`src/rtl/fill_drain_sequencer.sv`:
```
// -----------------------------------------------------------------------------
// fill_drain_sequencer
//   Runs one wash-tub cycle FILL -> HOLD -> DRAIN -> DONE. It drives the
//   water_flow_monitor (mode, monitor_reset) and the two valves. Monitor
//   error_flag events are retried a bounded number of times per phase, and
//   after that the block declares a sticky fault.
//
//   Optional feature macro: FILL_DRAIN_OVERFLOW_GUARD_EN
//     When defined, a level at or above MAX_LEVEL forces FAULT with code 3.
//     While in that fault, the drain valve stays open until the level is at
//     or below DRAIN_TARGET.
//
// Ports
//   clk                 in   system clock
//   reset               in   asynchronous active-high reset
//   start               in   begin a cycle (sampled only in IDLE)
//   abort               in   return to IDLE (ignored in FAULT)
//   fault_clear         in   leave FAULT to IDLE
//   water_level_sensor  in   current tub level, unsigned 10-bit
//   error_flag          in   stall indication from water_flow_monitor
//   mode                out  to monitor: 1 = filling, 0 = draining
//   monitor_reset       out  to monitor reset input
//   fill_valve          out  open inlet valve
//   drain_valve         out  open drain valve
//   busy                out  high in FILL, HOLD, DRAIN
//   done                out  one-cycle pulse on cycle completion
//   fault               out  high while in FAULT
//   fault_code          out  0 none, 1 fill stall, 2 drain stall, 3 overflow
// -----------------------------------------------------------------------------
module fill_drain_sequencer #(
    parameter logic [9:0]  FILL_TARGET  = 10'd300,
    parameter logic [9:0]  DRAIN_TARGET = 10'd20,
    parameter int unsigned HOLD_CYCLES  = 16,
    parameter int unsigned MAX_RETRY    = 2
`ifdef FILL_DRAIN_OVERFLOW_GUARD_EN
    ,
    parameter logic [9:0]  MAX_LEVEL    = 10'd900
`endif
) (
    input  logic       clk,
    input  logic       reset,
    input  logic       start,
    input  logic       abort,
    input  logic       fault_clear,
    input  logic [9:0] water_level_sensor,
    input  logic       error_flag,
    output logic       mode,
    output logic       monitor_reset,
    output logic       fill_valve,
    output logic       drain_valve,
    output logic       busy,
    output logic       done,
    output logic       fault,
    output logic [1:0] fault_code
);

    localparam int unsigned RETRY_W = 3;
    localparam int unsigned HOLD_W  = (HOLD_CYCLES > 1) ? $clog2(HOLD_CYCLES) : 1;

    typedef enum logic [2:0] {
        ST_IDLE  = 3'd0,
        ST_FILL  = 3'd1,
        ST_HOLD  = 3'd2,
        ST_DRAIN = 3'd3,
        ST_DONE  = 3'd4,
        ST_FAULT = 3'd5
    } state_t;

    state_t              state_q, state_d;
    logic [RETRY_W-1:0]  retry_cnt_q, retry_cnt_d;
    logic [HOLD_W-1:0]   hold_cnt_q, hold_cnt_d;
    logic [1:0]          fault_code_d;
    logic                retry_pulse;
    logic                phase_entry;
    logic                mode_d, monitor_reset_d, fill_valve_d, drain_valve_d;
    logic                busy_d, done_d, fault_d;

    // Next-state and counter logic
    always_comb begin
        state_d      = state_q;
        retry_cnt_d  = retry_cnt_q;
        hold_cnt_d   = hold_cnt_q;
        fault_code_d = fault_code;
        retry_pulse  = 1'b0;

        if (abort && (state_q != ST_FAULT)) begin
            state_d = ST_IDLE;
        end
`ifdef FILL_DRAIN_OVERFLOW_GUARD_EN
        else if ((state_q != ST_FAULT) && (water_level_sensor >= MAX_LEVEL)) begin
            state_d      = ST_FAULT;
            fault_code_d = 2'd3;
        end
`endif
        else begin
            unique case (state_q)
                ST_IDLE: begin
                    retry_cnt_d = '0;
                    if (start) begin
                        state_d = ST_FILL;
                    end
                end
                ST_FILL: begin
                    // Target level wins over a same-cycle error event.
                    if (water_level_sensor >= FILL_TARGET) begin
                        state_d    = ST_HOLD;
                        hold_cnt_d = '0;
                    end else if (error_flag && !monitor_reset) begin
                        if (retry_cnt_q < RETRY_W'(MAX_RETRY)) begin
                            retry_cnt_d = retry_cnt_q + RETRY_W'(1);
                            retry_pulse = 1'b1;
                        end else begin
                            state_d      = ST_FAULT;
                            fault_code_d = 2'd1;
                        end
                    end
                end
                ST_HOLD: begin
                    if (hold_cnt_q == HOLD_W'(HOLD_CYCLES - 1)) begin
                        state_d     = ST_DRAIN;
                        retry_cnt_d = '0;
                    end else begin
                        hold_cnt_d = hold_cnt_q + HOLD_W'(1);
                    end
                end
                ST_DRAIN: begin
                    if (water_level_sensor <= DRAIN_TARGET) begin
                        state_d = ST_DONE;
                    end else if (error_flag && !monitor_reset) begin
                        if (retry_cnt_q < RETRY_W'(MAX_RETRY)) begin
                            retry_cnt_d = retry_cnt_q + RETRY_W'(1);
                            retry_pulse = 1'b1;
                        end else begin
                            state_d      = ST_FAULT;
                            fault_code_d = 2'd2;
                        end
                    end
                end
                ST_DONE: begin
                    state_d = ST_IDLE;
                end
                ST_FAULT: begin
                    if (fault_clear) begin
                        state_d      = ST_IDLE;
                        fault_code_d = 2'd0;
                    end
                end
                default: begin
                    state_d = ST_IDLE;
                end
            endcase
        end
    end

    // Output values for the cycle after the edge, derived from the next state
    always_comb begin
        phase_entry   = (state_d != state_q) &&
                        ((state_d == ST_FILL) || (state_d == ST_DRAIN));
        mode_d        = (state_d != ST_DRAIN);
        fill_valve_d  = (state_d == ST_FILL);
        drain_valve_d = (state_d == ST_DRAIN);
`ifdef FILL_DRAIN_OVERFLOW_GUARD_EN
        // Overflow fault keeps emptying the tub down to the drain target.
        if ((state_d == ST_FAULT) && (fault_code_d == 2'd3) &&
            (water_level_sensor > DRAIN_TARGET)) begin
            drain_valve_d = 1'b1;
        end
`endif
        busy_d  = (state_d == ST_FILL) || (state_d == ST_HOLD) || (state_d == ST_DRAIN);
        done_d  = (state_d == ST_DONE);
        fault_d = (state_d == ST_FAULT);
        // Monitor is held in reset outside the active phases, and pulsed on
        // phase entry and after each retry.
        monitor_reset_d = !((state_d == ST_FILL) || (state_d == ST_DRAIN)) ||
                          phase_entry || retry_pulse;
    end

    // State and registered outputs
    always_ff @(posedge clk or posedge reset) begin
        if (reset) begin
            state_q       <= ST_IDLE;
            retry_cnt_q   <= '0;
            hold_cnt_q    <= '0;
            mode          <= 1'b1;
            monitor_reset <= 1'b1;
            fill_valve    <= 1'b0;
            drain_valve   <= 1'b0;
            busy          <= 1'b0;
            done          <= 1'b0;
            fault         <= 1'b0;
            fault_code    <= 2'd0;
        end else begin
            state_q       <= state_d;
            retry_cnt_q   <= retry_cnt_d;
            hold_cnt_q    <= hold_cnt_d;
            mode          <= mode_d;
            monitor_reset <= monitor_reset_d;
            fill_valve    <= fill_valve_d;
            drain_valve   <= drain_valve_d;
            busy          <= busy_d;
            done          <= done_d;
            fault         <= fault_d;
            fault_code    <= fault_code_d;
        end
    end

endmodule

```
`config.mk`:
```
export PLATFORM = sky130hd
export DESIGN_NAME = fill_drain_sequencer
export DESIGN_NICKNAME = d
export VERILOG_FILES = /design/src/rtl/fill_drain_sequencer.sv
export SDC_FILE = /design/constraint.sdc
export NUM_CORES = 1
export LEC_CHECK = 0
export CAP_MARGIN = 20
export CORE_MARGIN = 2
export CORE_UTILIZATION = 49
export CTS_CLUSTER_SIZE = 30
export DETAILED_ROUTE_END_ITERATION = 8
export GPL_TIMING_DRIVEN = 0
export HOLD_SLACK_MARGIN = 0.06
export PLACE_DENSITY = 0.78
export SLEW_MARGIN = 20
export SYNTH_ARGS = -nofsm -noshare
export SYNTH_HDL_FRONTEND = slang
export SYNTH_SLANG_ARGS = --single-unit
export TNS_END_PERCENT = 5
```
`constraint.sdc`:
```
create_clock -name clk -period 2.2 [get_ports clk]
set_clock_uncertainty 0.2 [all_clocks]
set_input_delay 0.22 -clock clk [delete_from_list [all_inputs] [get_ports clk]]
set_output_delay 0.22 -clock clk [all_outputs]
set_load 0.01 [all_outputs]
```
==> After elaboration in Yosys (flattened, before gate mapping) <==
Index checks and enable logic that the tools add are counted.
W data, S select, Z words.
{ "word_totals": {"reg_bits": 19, "inputBits": 16, "output_inout_bits": 9, "wordCells": 89} }
{ "classes": {"n_addsub": 2, "n_lt_le_gt_ge": 3, "n_eq_ne": 23, "n_mux": 32, "n_bitwise": 1, "n_reduce_logical": 17} }
{ "ops": {"columns": ["op", "n"], "rows": [
  ["$mux W3", 13],
  ["$ne A2 B2 Y1 const B", 10],
  ["$pmux W3 S5", 1],
  ["$mux W2", 7],
  ["$eq A3 B2 Y1 const B", 4],
  ["$pmux W3 S4", 1],
  ["$ge A10 B9 Y1 const B", 1],
  ["$le A10 B5 Y1 const B", 1],
  ["$eq A3 B3 Y1 const B", 3],
  ["$reduce_and A9 Y1", 1],
  ["$mux W4", 2],
  ["$pmux W4 S2", 1],
  ["$eq A3 B1 Y1 const B", 2],
  ["$pmux W2 S3", 1],
  ["$logic_or A1 B1 Y1", 5],
  ["$mux W1", 5],
  ["$reduce_and A5 Y1", 1],
  ["$add A4 B1 Y4 const B", 1],
  ["$eq A4 B4 Y1 const B", 1],
  ["$reduce_and A4 Y1", 1],
  ["$reduce_bool A4 Y1", 1],
  ["$add A3 B1 Y3 const B", 1],
  ["$logic_and A1 B1 Y1", 3],
  ["$logic_not A3 Y1", 1],
  ["other kinds (9)", 10]
]} }

==> Depth between registers and ports, before layout <==
{ "logic_depth": {"ltp_word": 11, "depth_mapped": 7, "depth_no_buf": 7} }

==> Worst setup path after synthesis <==
Ideal clock, no wire load.
{ "synth_timing": {"kind": "reg2reg", "from": "register hold_cnt_q[0]", "to": "register fault", "setup_ns": 0.119, "arrival_ns": 1.592, "required_time_ns": 1.881, "setup_slack_ns": 0.289, "stages_incl_launch_ff": 8, "path_buffers": 0, "synth_period_minus_slack_ns": 1.911, "path_cell_list": "dfrtp_1 > ha_1 > and4_1 > a21oi_1 > o22ai_1 > a221oi_2 > inv_2 > and2_1"} }
{ "synth_between": {"elab_chain_cells": 5} }
{ "synth_rtl": {"columns": ["element", "line", "rtl"], "rows": [
  ["from (decl)", "71", "logic [HOLD_W-1:0] hold_cnt_q, hold_cnt_d;"],
  ["from (signal assigned)", "195", "hold_cnt_q <= hold_cnt_d;"],
  ["$eq A4 B4 Y1", "119", "if (hold_cnt_q == HOLD_W'(HOLD_CYCLES - 1)) begin"],
  ["$mux W3", "119", null],
  ["$pmux W3 S5", "96", "unique case (state_q)"],
  ["$mux W3", "86", "if (abort && (state_q != ST_FAULT)) begin"],
  ["named net state_d[0]", "69", "state_t state_q, state_d;"],
  ["$eq A3 B3 Y1", "171", "fault_d = (state_d == ST_FAULT);"],
  ["named net fault_d", "76", "logic busy_d, done_d, fault_d;"],
  ["to (signal assigned)", "202", "fault <= fault_d;"],
  ["to (decl)", "53", "output logic fault,"]
]} }
The timed path passes the listed nets, and every way through them passes these cells.
A chain may end at the register's enable or synchronous reset.

==> Final worst setup path <==
{ "layout_timing": {"from": "register state_q[2]", "to": "register monitor_reset"} }
{ "layout_between": {"elab_chain_cells": 10, "word_cells_on_any_way": 26, "classes_between": "8 x eq/ne; 11 x mux; 7 x reduce/logical"} }
{ "layout_rtl": {"columns": ["element", "line", "rtl"], "rows": [
  ["from (decl)", "69", null],
  ["from (signal assigned)", "193", "state_q <= state_d;"],
  ["$mux W3", "109, 130", null],
  ["$mux W3", "108", "end else if (error_flag && !monitor_reset) begin"],
  ["$mux W3 (on tied branches)", "127, 105", null],
  ["$pmux W3 S5", "96", null],
  ["$mux W3", "86", null],
  ["$eq A3 B1 Y1 / $eq A3 B2 Y1 (equally long branches)", "158, 174", null],
  ["$logic_or A1 B1 Y1", "158, 174", null],
  ["$logic_not A1 Y1 / $logic_and A1 B1 Y1 (equally long branches)", "174, 157", null],
  ["$logic_or A1 B1 Y1", "174", "monitor_reset_d = !((state_d == ST_FILL) || (state_d == ST_DRAIN)) ||"],
  ["$logic_or A1 B1 Y1 *", "175", "phase_entry || retry_pulse;"],
  ["named net monitor_reset_d", "75", "logic mode_d, monitor_reset_d, fill_valve_d, drain_valve_d;"],
  ["to (signal assigned)", "197", "monitor_reset <= monitor_reset_d;"],
  ["to (decl)", "48", "output logic monitor_reset,"]
]} }
The timed path passes the listed nets; every way through them passes the cells marked *.

==> results.toml <==
[clock_network]
cts_tree = "built"
cts_root_buffer = "clkbuf_4"
clock-sinks = 19
clockBufferDepth = 2
clock_latency_ns = 0.31
path_clk_slew_ns = 0.11
htreeDepth = 1
cts_hold_buf = 0
numCtsBuffers = 3

[logic_synthesis]
syn_inst = 112
synth.cell_area_um2 = 1130
synthArstFlopShare_pct = 100
synth_top_area_share_pct = 37.7
synth_nets = 130
synth_flop_cell = "dfrtp_1"
synth_area_per_cell_um2 = 10.1
yosysTopAreaCell = "dfrtp_1"
synth_common_cells = "dfrtp_1 (17), nor2_1 (10), nand2_1 (8), o21ai_0 (7)"
ys_seq_area_share_pct = 42.4
synth.distinct_cells = 46
synth_most_common_cell = "dfrtp_1"
ys_ff_latch = 19
ys.warnings.count = 0
synth_edf_count = 0
synth.top_cells.by_area = "dfrtp_1 (38%), dfstp_2 (4.7%), nor2_1 (3.3%)"

[critical_path]
worstPathArrival_ns = 2.14
critPathLaunch = "state_q[2]"
r2r_start = "state_q[2]"
critPathMaxFanout = 9
max_stage_delay_ns = 0.52
cp_slowest_cell = "or4_1"
cp.required_ns = 2.23
critPathCaptureType = "flop"
critical_path_class = "reg2reg"
cp-start-kind = "flop"
path_cells = "buf_2 -> nor2b_2 -> nand2_1 -> nor2_4 -> nor4b_4 -> or4_1"

[job]
maxCapViolCount = 0

[timing]
setup_ws_ns = 0.0918
grt_setup_unrepaired = "false"
setup_viol = 0
period_share_pct = 95.8
slew_headroom_pct = 52.6
fmax_mhz = 474
hold_viol_final = 0
drv_slew = 0
finalCriticalPeriod_ns = 2.11
tightest_slew_ns = 0.710

[placed_design]
place.detailed.hpwl_mm = 1.96
dp_slack_ns = -0.199
gp_congestion = 0.856
portBuffers = 24

[detailed_routing]
routed_wl_mm = 2.61
m1WireLength_mm = 1.17
post_drt_via_cell_ratio = 5.74
avgRoutedWirePerCell_um = 15.3
ant_nets = 0
met3_length_um = 113
vias = 975
firstDrtPassIters = 4
routed.top_layer = "met4"
drt_iter0_markers = 25
drcViolationCount = 0
routed-wl-met2_mm = 1.27

[global_route]
grt_pass1_vias = 953
track_usage_pct = 22.2
grt_overflow = 0
grt_max_degree = 20
grt_pass1_wl_mm = 4.36
antenna_found_initial = 0

[finish]
fillers = 176
syn2layout_area_growth_pct = 29.0
drive_gt1_share_pct = 19.7
diodes = 0
final_nets = 161

[min_path]
worstHoldPathType = "in2async"

[power_and_ir_drop]
powerDensity_nw_per_um2 = 621
finalPower_mw = 0.903
cellLeakagePower_nw = 0.608
peakVddDrop_mv = 0.537

[floorplan]
die_area_um2 = 2700
ios = 25
core_area_um2 = 2190
dieWidth_um = 52.0
die_h_um = 52.0
start_util_pct = 51.5
fp-row-count = 17

[outcome]
outcome = "finished clean"
[stage by stage]
step	utilization (%)	setup TNS, ns	hold slack, ns	cells	area [um2]
2_1_floorplan	-	0	-0.0304	112	1130
3_3_place_gp	64.0	-0.527	0.272	164	1400
3_5_place_dp	64.0	-0.730	0.297	164	1400
4_1_cts	65.3	0	0.141	168	1430
5_1_grt	66.4	0	0.177	170	1450
6_report	66.4	0	0.118	170	1450
[power breakdown]
part           internal [mW]  switching (mW)
registers              0.392          0.0382
clock network         0.0680           0.116
logic                  0.136           0.153
total                  0.596           0.307
[cells by family (layout without fill, tap and decap cells)]
group,after synthesis,in the layout,share of synthesized area (%)
DFF,19,19,42.4
and+or+nand+nor,45,45,26.1
muxes,4,4,3.88
AOI/OAI and AO/OA,33,33,22.3
adders and majority gates,2,2,2.22
buffers and inverters,9,39,3.11
[metal layers]
layer / global-route usage, % / vias up
li1: - / 475
met1: 27.5 / 469
met2: 36.5 / 26
met3: 3.74 / 5
met4: 11.8 / 0
met5: 0 / -
[final cells by class]
| cell class | count | area (um2) | share of cell area, % |
|---|---|---|---|
| Tap cell | 28 | 35.0 | 2.41 |
| Clock buffer | 3 | 22.5 | 1.55 |
| Buffer | 3 | 12.5 | 0.861 |
| Multi-Input combinational cell | 84 | 623 | 42.9 |
| Clock inverter | 1 | 5.00 | 0.344 |
| Sequential cell | 19 | 478 | 32.9 |
| Inverter | 6 | 22.5 | 1.55 |
| Timing Repair Buffer | 26 | 255 | 17.6 |
[critical path: cells and delay by family, from the launching register on]
family                 cells  cell delay [ns]
flip-flops                 1             0.38
AND/OR/NAND/NOR            5             1.26
buffers and inverters      1             0.18
[worst paths after layout]
| check | to | slack [ns] | cells past startpoint |
|---|---|---|---|
| worst min-delay path | busy | 0.12 | 2 |
| worst max register to register | monitor_reset | 0.09 | 6 |
| min in group clk | hold_cnt_q[3] | 0.31 | 1 |
| worst min register to register | hold_cnt_q[3] | 0.31 | 1 |
| worst max-delay path | monitor_reset | 0.09 | 6 |
| max in group asynchronous | retry_cnt_q[0] | 1.23 | 2 |
[flip-flops by register name, summed over array words and instances, names as in the netlist]
register	count
done	1
fault	1
monitor_reset	1
mode	1
retry_cnt_q	3
hold_cnt_q	4
drain_valve	1
fill_valve	1
busy	1
fault_code	2
state_q	3
[layout by cell type, fill, tap and decap left out, types with 2 or more instances in the layout]
| cell | instances |
|---|---|
| dfrtp_1 | 17 |
| inv_2 | 3 |
| o31ai_1 | 3 |
| dfstp_2 | 2 |
| a31oi_1 | 2 |
| nand2_1 | 8 |
| mux2_1 | 2 |
| inv_1 | 3 |
| and2_1 | 5 |
| nand3_1 | 3 |
| o21a_1 | 2 |
| nor2b_1 | 4 |
| clkbuf_1 | 2 |
| o21ai_1 | 2 |
| buf_4 | 2 |
| clkdlybuf4s50_1 | 24 |
| nor2_1 | 9 |
| or4_1 | 2 |
| a21oi_1 | 4 |
| o21ai_0 | 7 |
| nor3_1 | 2 |
| clkbuf_4 | 3 |
[repair_timing]
| action | in CTS | in global routing |
|---|---|---|
| setup buffers | 0 | 2 |
| endpoints found under the setup margin | 0 | 5 |
| gates resized for setup | 0 | 3 |
Power figures use the tool's default switching activity.
